### config.mk
export PLATFORM = sky130hd
export DESIGN_NAME = serial_signed_max
export DESIGN_NICKNAME = d
export VERILOG_FILES = /design/src/rtl/serial_max_pkg.sv /design/src/rtl/serial_signed_max_sipo_shift.sv /design/src/rtl/serial_signed_max.sv
export SDC_FILE = /design/constraint.sdc
export NUM_CORES = 1
export LEC_CHECK = 0
export CAP_MARGIN = 20
export CORE_MARGIN = 3
export CORE_UTILIZATION = 51
export DETAILED_ROUTE_END_ITERATION = 8
export PLACE_DENSITY = 0.76
export RECOVER_POWER = 50
export SYNTH_ARGS = -nofsm -noshare
export SYNTH_HDL_FRONTEND = slang
export SYNTH_SLANG_ARGS = --single-unit
### constraint.sdc
create_clock -name clk -period 1.7 [get_ports clk]
set_clock_uncertainty 0.05 [all_clocks]
set_input_delay 0.34 -clock clk [delete_from_list [all_inputs] [get_ports clk]]
set_output_delay 0.34 -clock clk [all_outputs]
set_load 0.05 [all_outputs]
### src/rtl/serial_max_pkg.sv
// -----------------------------------------------------------------------------
// serial_max_pkg
// Shared types and helpers for the bit-serial signed-maximum receiver.
//   state_t            : FSM state encoding (IDLE, SHIFT, DONE)
//   N_DEFAULT          : default operand width
//   sign_first_winner  : per-beat ordering decision for MSB-first signed data
// -----------------------------------------------------------------------------
package serial_max_pkg;

    typedef enum logic [1:0] {
        IDLE  = 2'd0,
        SHIFT = 2'd1,
        DONE  = 2'd2
    } state_t;

    localparam int N_DEFAULT = 3;

    // Returns 1 when operand a is the larger one, assuming a_bit != b_bit.
    // On the sign beat a 0 means non-negative, so the 0 side wins; on every
    // later beat the usual unsigned rule applies and the 1 side wins.
    function automatic logic sign_first_winner(
        input logic a_bit,
        input logic b_bit,
        input logic first
    );
        logic a_wins;
        a_wins = first ? ~a_bit : a_bit;
        // b_bit only matters through the caller's a_bit != b_bit guard.
        return a_wins | (b_bit & 1'b0);
    endfunction

endpackage : serial_max_pkg

### src/rtl/serial_signed_max_sipo_shift.sv
// -----------------------------------------------------------------------------
// sipo_shift
// Serial-in parallel-out shift register, LSB-side insert, so a stream sent
// MSB first ends up in natural bit order after N enabled cycles.
//   clk    : system clock, rising edge
//   rst_n  : asynchronous active-low reset
//   clr    : synchronous clear (takes priority over en)
//   en     : shift d in this cycle
//   d      : serial data bit
//   q      : parallel contents
// -----------------------------------------------------------------------------
module sipo_shift #(
    parameter int N = 3
) (
    input  logic         clk,
    input  logic         rst_n,
    input  logic         clr,
    input  logic         en,
    input  logic         d,
    output logic [N-1:0] q
);

    logic [N-1:0] r_q;

    // NOTE: sequential state is written with non-blocking assignments only,
    // so every flop samples pre-edge values regardless of block ordering.
    always_ff @(posedge clk or negedge rst_n) begin
        if (!rst_n) begin
            r_q <= '0;
        end else if (clr) begin
            r_q <= '0;
        end else if (en) begin
            r_q <= {r_q[N-2:0], d};
        end
    end

    assign q = r_q;

endmodule : sipo_shift

### src/rtl/serial_signed_max.sv
// -----------------------------------------------------------------------------
// serial_signed_max
// Receives two N-bit two's-complement operands bit-serially (MSB first),
// resolves their ordering as the bits arrive, and presents the larger one as
// a parallel word with a one-cycle strobe.
//   clk     : system clock, rising edge
//   rst_n   : asynchronous active-low reset
//   start   : begin a transfer (accepted only in IDLE, not in the o_vld cycle)
//   a_bit   : serial bit of operand a, MSB first
//   b_bit   : serial bit of operand b, MSB first
//   bit_vld : a_bit/b_bit valid this cycle
//   busy    : high from accepted start until o_vld
//   o       : signed max(a, b), held until the next o_vld
//   o_vld   : one-cycle strobe, o and a_gt_b updated this cycle
//   a_gt_b  : a > b strictly, held with o
// -----------------------------------------------------------------------------
module serial_signed_max
    import serial_max_pkg::*;
#(
    parameter int N = N_DEFAULT
) (
    input  logic         clk,
    input  logic         rst_n,
    input  logic         start,
    input  logic         a_bit,
    input  logic         b_bit,
    input  logic         bit_vld,
    output logic         busy,
    output logic [N-1:0] o,
    output logic         o_vld,
    output logic         a_gt_b
);

    localparam int CW = $clog2(N + 1);

    state_t        r_state;
    state_t        w_state_nxt;
    logic [CW-1:0] r_cnt;
    logic          r_decided;
    logic          r_a_wins;
    logic [N-1:0]  r_o;
    logic          r_o_vld;
    logic          r_busy;
    logic          r_a_gt_b;

    logic [N-1:0]  w_sa;
    logic [N-1:0]  w_sb;
    logic [N-1:0]  w_winner;
    logic          w_start_ok;
    logic          w_shift_en;
    logic          w_last_beat;

    // The strobe cycle is already IDLE in state terms, but a start there is
    // still ignored so the next transfer always begins after o_vld.
    assign w_start_ok  = (r_state == IDLE) && start && !r_o_vld;
    assign w_shift_en  = (r_state == SHIFT) && bit_vld;
    assign w_last_beat = w_shift_en && (r_cnt == CW'(N - 1));

    // Undecided means all bits matched, and a is returned for a tie.
    assign w_winner = (r_decided && !r_a_wins) ? w_sb : w_sa;

    sipo_shift #(.N(N)) u_sipo_a (
        .clk   (clk),
        .rst_n (rst_n),
        .clr   (w_start_ok),
        .en    (w_shift_en),
        .d     (a_bit),
        .q     (w_sa)
    );

    sipo_shift #(.N(N)) u_sipo_b (
        .clk   (clk),
        .rst_n (rst_n),
        .clr   (w_start_ok),
        .en    (w_shift_en),
        .d     (b_bit),
        .q     (w_sb)
    );

    always_ff @(posedge clk or negedge rst_n) begin
        if (!rst_n) begin
            r_state <= IDLE;
        end else begin
            r_state <= w_state_nxt;
        end
    end

    // NOTE: the next-state value is assigned a default before the case so
    // that no path leaves it unassigned, which would infer a latch.
    always_comb begin
        w_state_nxt = r_state;
        case (r_state)
            IDLE:    if (w_start_ok)  w_state_nxt = SHIFT;
            SHIFT:   if (w_last_beat) w_state_nxt = DONE;
            DONE:    w_state_nxt = IDLE;
            default: w_state_nxt = IDLE;
        endcase
    end

    // Beat counter and running decision. Only the first differing beat
    // updates the winner; later beats cannot overturn it.
    always_ff @(posedge clk or negedge rst_n) begin
        if (!rst_n) begin
            r_cnt     <= '0;
            r_decided <= 1'b0;
            r_a_wins  <= 1'b0;
        end else if (w_start_ok) begin
            r_cnt     <= '0;
            r_decided <= 1'b0;
            r_a_wins  <= 1'b0;
        end else if (w_shift_en) begin
            r_cnt <= r_cnt + CW'(1);
            if (!r_decided && (a_bit != b_bit)) begin
                r_decided <= 1'b1;
                r_a_wins  <= sign_first_winner(a_bit, b_bit, r_cnt == '0);
            end
        end
    end

    // Result registers are loaded on the edge leaving DONE, so o_vld lands
    // one cycle after the edge that accepts the last bit.
    always_ff @(posedge clk or negedge rst_n) begin
        if (!rst_n) begin
            r_o      <= '0;
            r_o_vld  <= 1'b0;
            r_busy   <= 1'b0;
            r_a_gt_b <= 1'b0;
        end else begin
            r_o_vld <= (r_state == DONE);
            if (w_start_ok) begin
                r_busy <= 1'b1;
            end else if (r_state == DONE) begin
                r_busy <= 1'b0;
            end
            if (r_state == DONE) begin
                r_o      <= w_winner;
                r_a_gt_b <= r_decided & r_a_wins;
            end
        end
    end

    assign o      = r_o;
    assign o_vld  = r_o_vld;
    assign busy   = r_busy;
    assign a_gt_b = r_a_gt_b;

endmodule : serial_signed_max
==> impl_metrics.json, run 1 <==
{
  "synth_nets": 79,
  "p_per_area_nw_per_um2": 1720,
  "grt_pass1_vias": 512,
  "first_iter_violations": 3,
  "clock_latency_ns": 0.28,
  "crit_chain": "dlygate4sd3_1 -> clkbuf_1",
  "synth_cell_types": 24,
  "drc": 0,
  "fmax_ghz": 0.738,
  "worstReg2RegStart": "r_state[1]$_DFFE_PN0P_",
  "cts-buffers-inserted": 3,
  "wl_per_cell_um": 12.3,
  "cts.htree.levels": 1,
  "finalMaxSlewViolations": 0,
  "ys_seq_area_share_pct": 55.6,
  "setup_tns_ns": 0,
  "whs_path_depth": 2,
  "postCtsSetupBuffers": 0,
  "finalCritPeriodShare_pct": 79.7,
  "cts_sinks": 18,
  "crit_buf_inv": 2,
  "worstHoldEndpoint": "o[2]$_DFFE_PN0P_",
  "critPathMaxStageDelay_ns": 0.71,
  "ctsHoldBuffers": 0,
  "ant_nets": 0,
  "setup_viol": 0,
  "dieHeight_um": 45.9,
  "num_rows": 13,
  "port_buffers": 11,
  "place_congestion": 0.750,
  "post-route-min-period_ns": 1.35,
  "die_area_um2": 2100,
  "slew-limit-headroom_pct": 36.2,
  "firstDrtPassIters": 3,
  "status": "complete, no violations",
  "fin_area_um2": 967,
  "r2r_setup_slack_ns": 0.36,
  "synth_area_leaders": "dfrtp_1 56%, mux2i_1 12%, nor2_1 4.2%",
  "diodes": 0,
  "postLayoutCoreUtil_pct": 69.1,
  "area_growth_pct": 19.3,
  "reg2reg_to": "r_a_wins$_DFFE_PN0P_",
  "dpl-instance-area_um2": 948,
  "crit_path_end_kind": "async pin",
  "postSynthCellCount": 71,
  "hpwl_um": 936,
  "clock_tree.root_cell": "clkbuf_4",
  "syn_area_um2": 811,
  "grt_max_degree": 19,
  "critical_path_class": "input port to async pin",
  "vdd.ir_drop.worst_v": 0.000846,
  "synth_top_area_cell": "dfrtp_1",
  "cp-start-kind": "input port",
  "crit_path_top_delay_cell": "clkbuf_1",
  "grt_overflow": 0,
  "worst-endpoint-required_ns": 1.93,
  "coreArea_um2": 1400,
  "cp_max_fo": 18,
  "antenna_found_initial": 0,
  "worstRegToRegCells": 3,
  "clkTransAtPathRegs_ns": 0.09,
  "cpLargestDelayFamily": "buffers and inverters",
  "tritoncts": "done",
  "leakage_nw": 0.498,
  "drive_above_1_share_pct": 18.4,
  "rsz0062_at_grt": "false",
  "grt_usage_pct": 14.8,
  "ys_ff_latch": 18,
  "yosys_warnings": 0,
  "tightestPinTransition_ns": 0.957,
  "filler_cell_count": 124,
  "wl_um": 1260,
  "cts.repair.resized": 0,
  "viasPerCell": 4.98,
  "drv_cap": 0,
  "vias": 508,
  "pin_count": 12,
  "initial_utilization_pct": 58.0,
  "hold_path.class": "flip-flop to flip-flop",
  "grt_pass1_wl_um": 2200,
  "clk_path_buf_depth": 2,
  "synth_top_cell_area_share_pct": 55.6,
  "arrival_ns": 1.58,
  "hold_start": "o[2]$_DFFE_PN0P_",
  "hold_viol": 0,
  "avgSynthCellArea_um2": 11.4,
  "die_width_um": 45.9,
  "nets": 97
}
==> through the flow <==
step | setup WS (ns) | hold WS, ns | cells | power (W)
4_1_cts | 0.340 | 0.333 | 102 | 0.00169
3_3_place_gp | 0.0655 | 0.410 | 99 | 0.00146
6_report | 0.345 | 0.436 | 102 | 0.00166
2_1_floorplan | 0.220 | -0.00559 | 71 | 0.00127
5_1_grt | 0.176 | 0.466 | 102 | 0.00179
3_5_place_dp | 0.0417 | 0.422 | 99 | 0.00148
==> worst reg2reg max path, cell delays in order (launching register included) <==
cell	delay [ns]
dfrtp_1	0.42
nand3b_1	0.21
or3_1	0.37
a211oi_2	0.21
==> Yosys cell counts <==
cell type  count
dfrtp_1       18
mux2i_1       10
nor2_1         9
nand2_1        5
inv_1          4
o21ai_0        4
ha_1           2
nand2b_1       2
xnor2_1        2
a211oi_2       1
a21o_1         1
and2_1         1
and3b_1        1
buf_2          1
buf_6          1
clkbuf_1       1
nand3b_1       1
nor4_1         1
nor4b_1        1
o21ba_2        1
o21bai_1       1
or2b_1         1
or3_1          1
xor2_1         1
==> worst max-delay path by stage <==
stage	slack, ns	end	depth (start not counted)	start
after floorplan	0.22	r_state[0]$_DFFE_PN0P_	3	o_vld$_DFF_PN0_
after global placement	0.07	r_a_wins$_DFFE_PN0P_	4	bit_vld
after detailed placement	0.04	r_a_wins$_DFFE_PN0P_	4	bit_vld
after CTS	0.34	r_a_wins$_DFFE_PN0P_	4	bit_vld
after global routing	0.18	u_sipo_b.q[2]$_DFFE_PN0P_	2	rst_n
final	0.35	u_sipo_b.q[0]$_DFFE_PN0P_	2	rst_n
==> power breakdown <==
group / internal, W / leakage, nW / total, W / switching [W]
logic: 0.000315 / 0.254 / 0.000739 / 0.000423
clock network: 0.0000821 / 0.0138 / 0.000201 / 0.000119
registers: 0.000598 / 0.231 / 0.000720 / 0.000122
total: 0.000996 / 0.498 / 0.00166 / 0.000664
==> state kept, by name, summed over array words and instances, names as in the netlist <==
name        flops
o               3
u_sipo_a.q      3
u_sipo_b.q      3
r_cnt           2
r_state         2
a_gt_b          1
busy            1
o_vld           1
r_a_wins        1
r_decided       1
==> final cells by class <==
| class | instances | area (µm²) | area share [%] |
|---|---|---|---|
| clock buffers | 3 | 22.5 | 2.33 |
| inverters | 4 | 15.0 | 1.55 |
| multi-input cells | 46 | 332 | 34.3 |
| flip-flops and latches | 18 | 450 | 46.6 |
| well taps | 15 | 18.8 | 1.94 |
| repair buffers | 16 | 129 | 13.3 |
==> cell families (layout without fill, tap and decap cells) <==
| logic type | Yosys count | in the layout | share of synthesized area, % |
|---|---|---|---|
| xor+xnor | 3 | 3 | 3.24 |
| flops | 18 | 18 | 55.6 |
| compound gates | 8 | 8 | 7.10 |
| fa+ha+maj | 2 | 2 | 3.09 |
| buf+inv | 7 | 23 | 4.32 |
| mux | 10 | 10 | 12.3 |
| simple gates | 23 | 23 | 14.4 |
==> layer usage <==
| metal | global-route usage (%) | share of wire, % | vias up |
|---|---|---|---|
| met4 | 8.52 | 0.96 | 0 |
| li1 | - | - | 268 |
| met3 | 2.77 | 6.1 | 2 |
| met1 | 19.1 | 47 | 227 |
| met2 | 22.8 | 45 | 11 |
| met5 | 0 | 0 | - |
==> cell usage in the layout, fill, tap and decap left out, drive strengths merged, types with 2 or more instances in the layout <==
master / netlist / layout
nand2b: 2 / 2
ha: 2 / 2
inv: 4 / 4
clkdlybuf4s50: 0 / 4
clkbuf: 1 / 4
o21ai: 4 / 4
dfrtp: 18 / 18
mux2i: 10 / 10
buf: 2 / 10
nor2: 9 / 9
xnor2: 2 / 2
nand2: 5 / 5
(Power assumes the default switching activity.)
==> run 2, diff against run 1 <==
CORE_UTILIZATION = 46   (was 51)
PLACE_DENSITY = 0.72   (was 0.76)
clock period = 1.2 ns   (was 1.7 ns; I/O delays follow)
==> run 2 against run 1 <==
- the run now ends with setup timing left
- sequential cell count did not move
- global-route usage grew 1.0 points
- hold slack got worse by 0.078 ns
- combinational power grew 96%
- setup slack lost 0.47 ns
- non-clock buffer count is 9 higher
- via count rose by 12%
- register-to-register slack got worse by 0.48 ns
- critical path type is now flip-flop to flip-flop
==> impl_metrics.json, run 2 (synthesized netlist as in run 1, its figures left out) <==
{
  "status": "finished, violations left",
  "violations": "setup timing",
  "vdd.ir_drop.worst_v": 0.00138,
  "drive_above_1_share_pct": 33.0,
  "crit_buf_inv": 0,
  "fmax_ghz": 0.756,
  "clock_latency_ns": 0.29,
  "first_iter_violations": 7,
  "worst-endpoint-required_ns": 1.36,
  "wl_um": 1490,
  "cp-start-kind": "flip-flop",
  "hold_viol": 0,
  "drv_cap": 0,
  "die_width_um": 48.0,
  "switchingPower_w": 0.00107,
  "drc": 0,
  "coreArea_um2": 1580,
  "port_buffers": 11,
  "hpwl_um": 946,
  "p_per_area_nw_per_um2": 2490,
  "diodes": 0,
  "num_rows": 14,
  "final_common_cell": "dfrtp_1",
  "pin_count": 12,
  "cts-buffers-inserted": 3,
  "firstDrtPassIters": 4,
  "post-route-min-period_ns": 1.32,
  "intPower_w": 0.00182,
  "cts.htree.levels": 1,
  "crit_chain": "nand3b_1 -> or3_4 -> a211oi_2",
  "clk_path_buf_depth": 2,
  "vias": 570,
  "cts_sinks": 18,
  "slew-limit-headroom_pct": 70.6,
  "clkPwrFrac_pct": 12.6,
  "grt_overflow": 0,
  "hold_path.class": "input port to async pin",
  "viasPerCell": 5.04,
  "dieHeight_um": 48.0,
  "place_congestion": 0.708,
  "grt_pass1_wl_um": 2420,
  "clkTransAtPathRegs_ns": 0.10,
  "cpLargestDelayFamily": "simple AND/OR/NAND/NOR gates",
  "crit_path_top_delay_cell": "dfrtp_1",
  "tightestPinTransition_ns": 0.441,
  "ctsHoldBuffers": 0,
  "critPathMaxStageDelay_ns": 0.41,
  "p_seq_share_pct": 37.1,
  "instances_no_fill": 113,
  "initial_utilization_pct": 51.4,
  "ant_nets": 0,
  "grt_pass1_vias": 558,
  "grt_max_degree": 19,
  "layout_common_cells": "16 x dfrtp_1, 10 x mux2i_1, 10 x buf_4",
  "setup_viol": 12,
  "clock_tree.root_cell": "clkbuf_4",
  "setup_ws_ns": -0.123,
  "leakage_nw": 0.583,
  "critical_path_class": "flip-flop to flip-flop",
  "rsz0062_at_grt": "true",
  "placedCellCount": 103,
  "comb_power_share_pct": 50.3,
  "setup_tns_ns": -0.535,
  "finalMaxSlewViolations": 0,
  "finalCritPeriodShare_pct": 110,
  "die_area_um2": 2300,
  "tritoncts": "done",
  "cp_max_fo": 3,
  "nets": 106,
  "area_growth_pct": 42.7,
  "arrival_ns": 1.48,
  "grt_usage_pct": 15.8,
  "wl_per_cell_um": 13.2,
  "antenna_found_initial": 0,
  "crit_path_end_kind": "flip-flop",
  "p_sw_share_pct": 37.0
}
-- run 2: worst register-to-register path, cell delays in order (launching register included) --
cell and delay [ns]:
dfrtp_1 0.41, nand3b_1 0.20, or3_4 0.41, a211oi_2 0.17
-- run 2: repair_timing --
| item | CTS | global route |
|---|---|---|
| resized for setup | 3 | 5 |
| setup buffers | 5 | 1 |
| gates cloned | 0 | 0 |
| pin swaps | 3 | 3 |
| setup endpoints to repair | 5 | 13 |
-- run 2: through the flow --
stage / worst slack [ns] / power (W) / hold WS, ns / area (µm²) / utilization, %
after floorplan: -0.171 / 0.00181 / -0.106 / 821 / -
after detailed placement: -0.338 / 0.00239 / 0.469 / 1050 / 66.5
after global placement: -0.320 / 0.00234 / 0.458 / 1050 / 66.5
after global routing: -0.165 / 0.00307 / 0.416 / 1160 / 73.4
final: -0.123 / 0.00288 / 0.358 / 1160 / 73.4
after CTS: -0.111 / 0.00284 / 0.222 / 1130 / 71.7
-- run 2: power groups by stage --
stage          registers (W)  logic (W)  clock network (W)
3_3_place_gp         0.00106    0.00129                  0
6_report             0.00107    0.00145           0.000365
4_1_cts              0.00105    0.00141           0.000380
2_1_floorplan        0.00125   0.000565                  0
3_5_place_dp         0.00107    0.00132                  0
5_1_grt              0.00110    0.00158           0.000392
-- run 2: layout make-up --
class | count | area, µm²
clock buffer | 4 | 36.3
fill | 111 | 419
inverter | 4 | 15.0
multi-input combinational | 46 | 349
sequential | 18 | 453
tap | 16 | 20.0
timing repair buffer | 25 | 284
-- run 2: worst paths after layout --
check	slack, ns	to	startpoint	cells past startpoint
worst min register to register	0.49	a_gt_b$_DFFE_PN0P_	r_a_wins$_DFFE_PN0P_	2
worst max-delay path	-0.12	r_a_wins$_DFFE_PN0P_	r_state[1]$_DFFE_PN0P_	3
worst max register to register	-0.12	r_a_wins$_DFFE_PN0P_	r_state[1]$_DFFE_PN0P_	3
max in group asynchronous	0.42	r_state[0]$_DFFE_PN0P_	rst_n	2
min in group clk	0.49	a_gt_b$_DFFE_PN0P_	r_a_wins$_DFFE_PN0P_	2
worst min-delay path	0.36	busy$_DFFE_PN0P_	rst_n	2
-- run 2: per-layer routing --
layer	vias up	global-route usage (%)	part of all wire, %
li1	287	-	-
met1	271	19.5	43
met2	10	25.9	53
met3	2	2.26	3.0
met4	0	9.68	0.81
met5	-	0	0
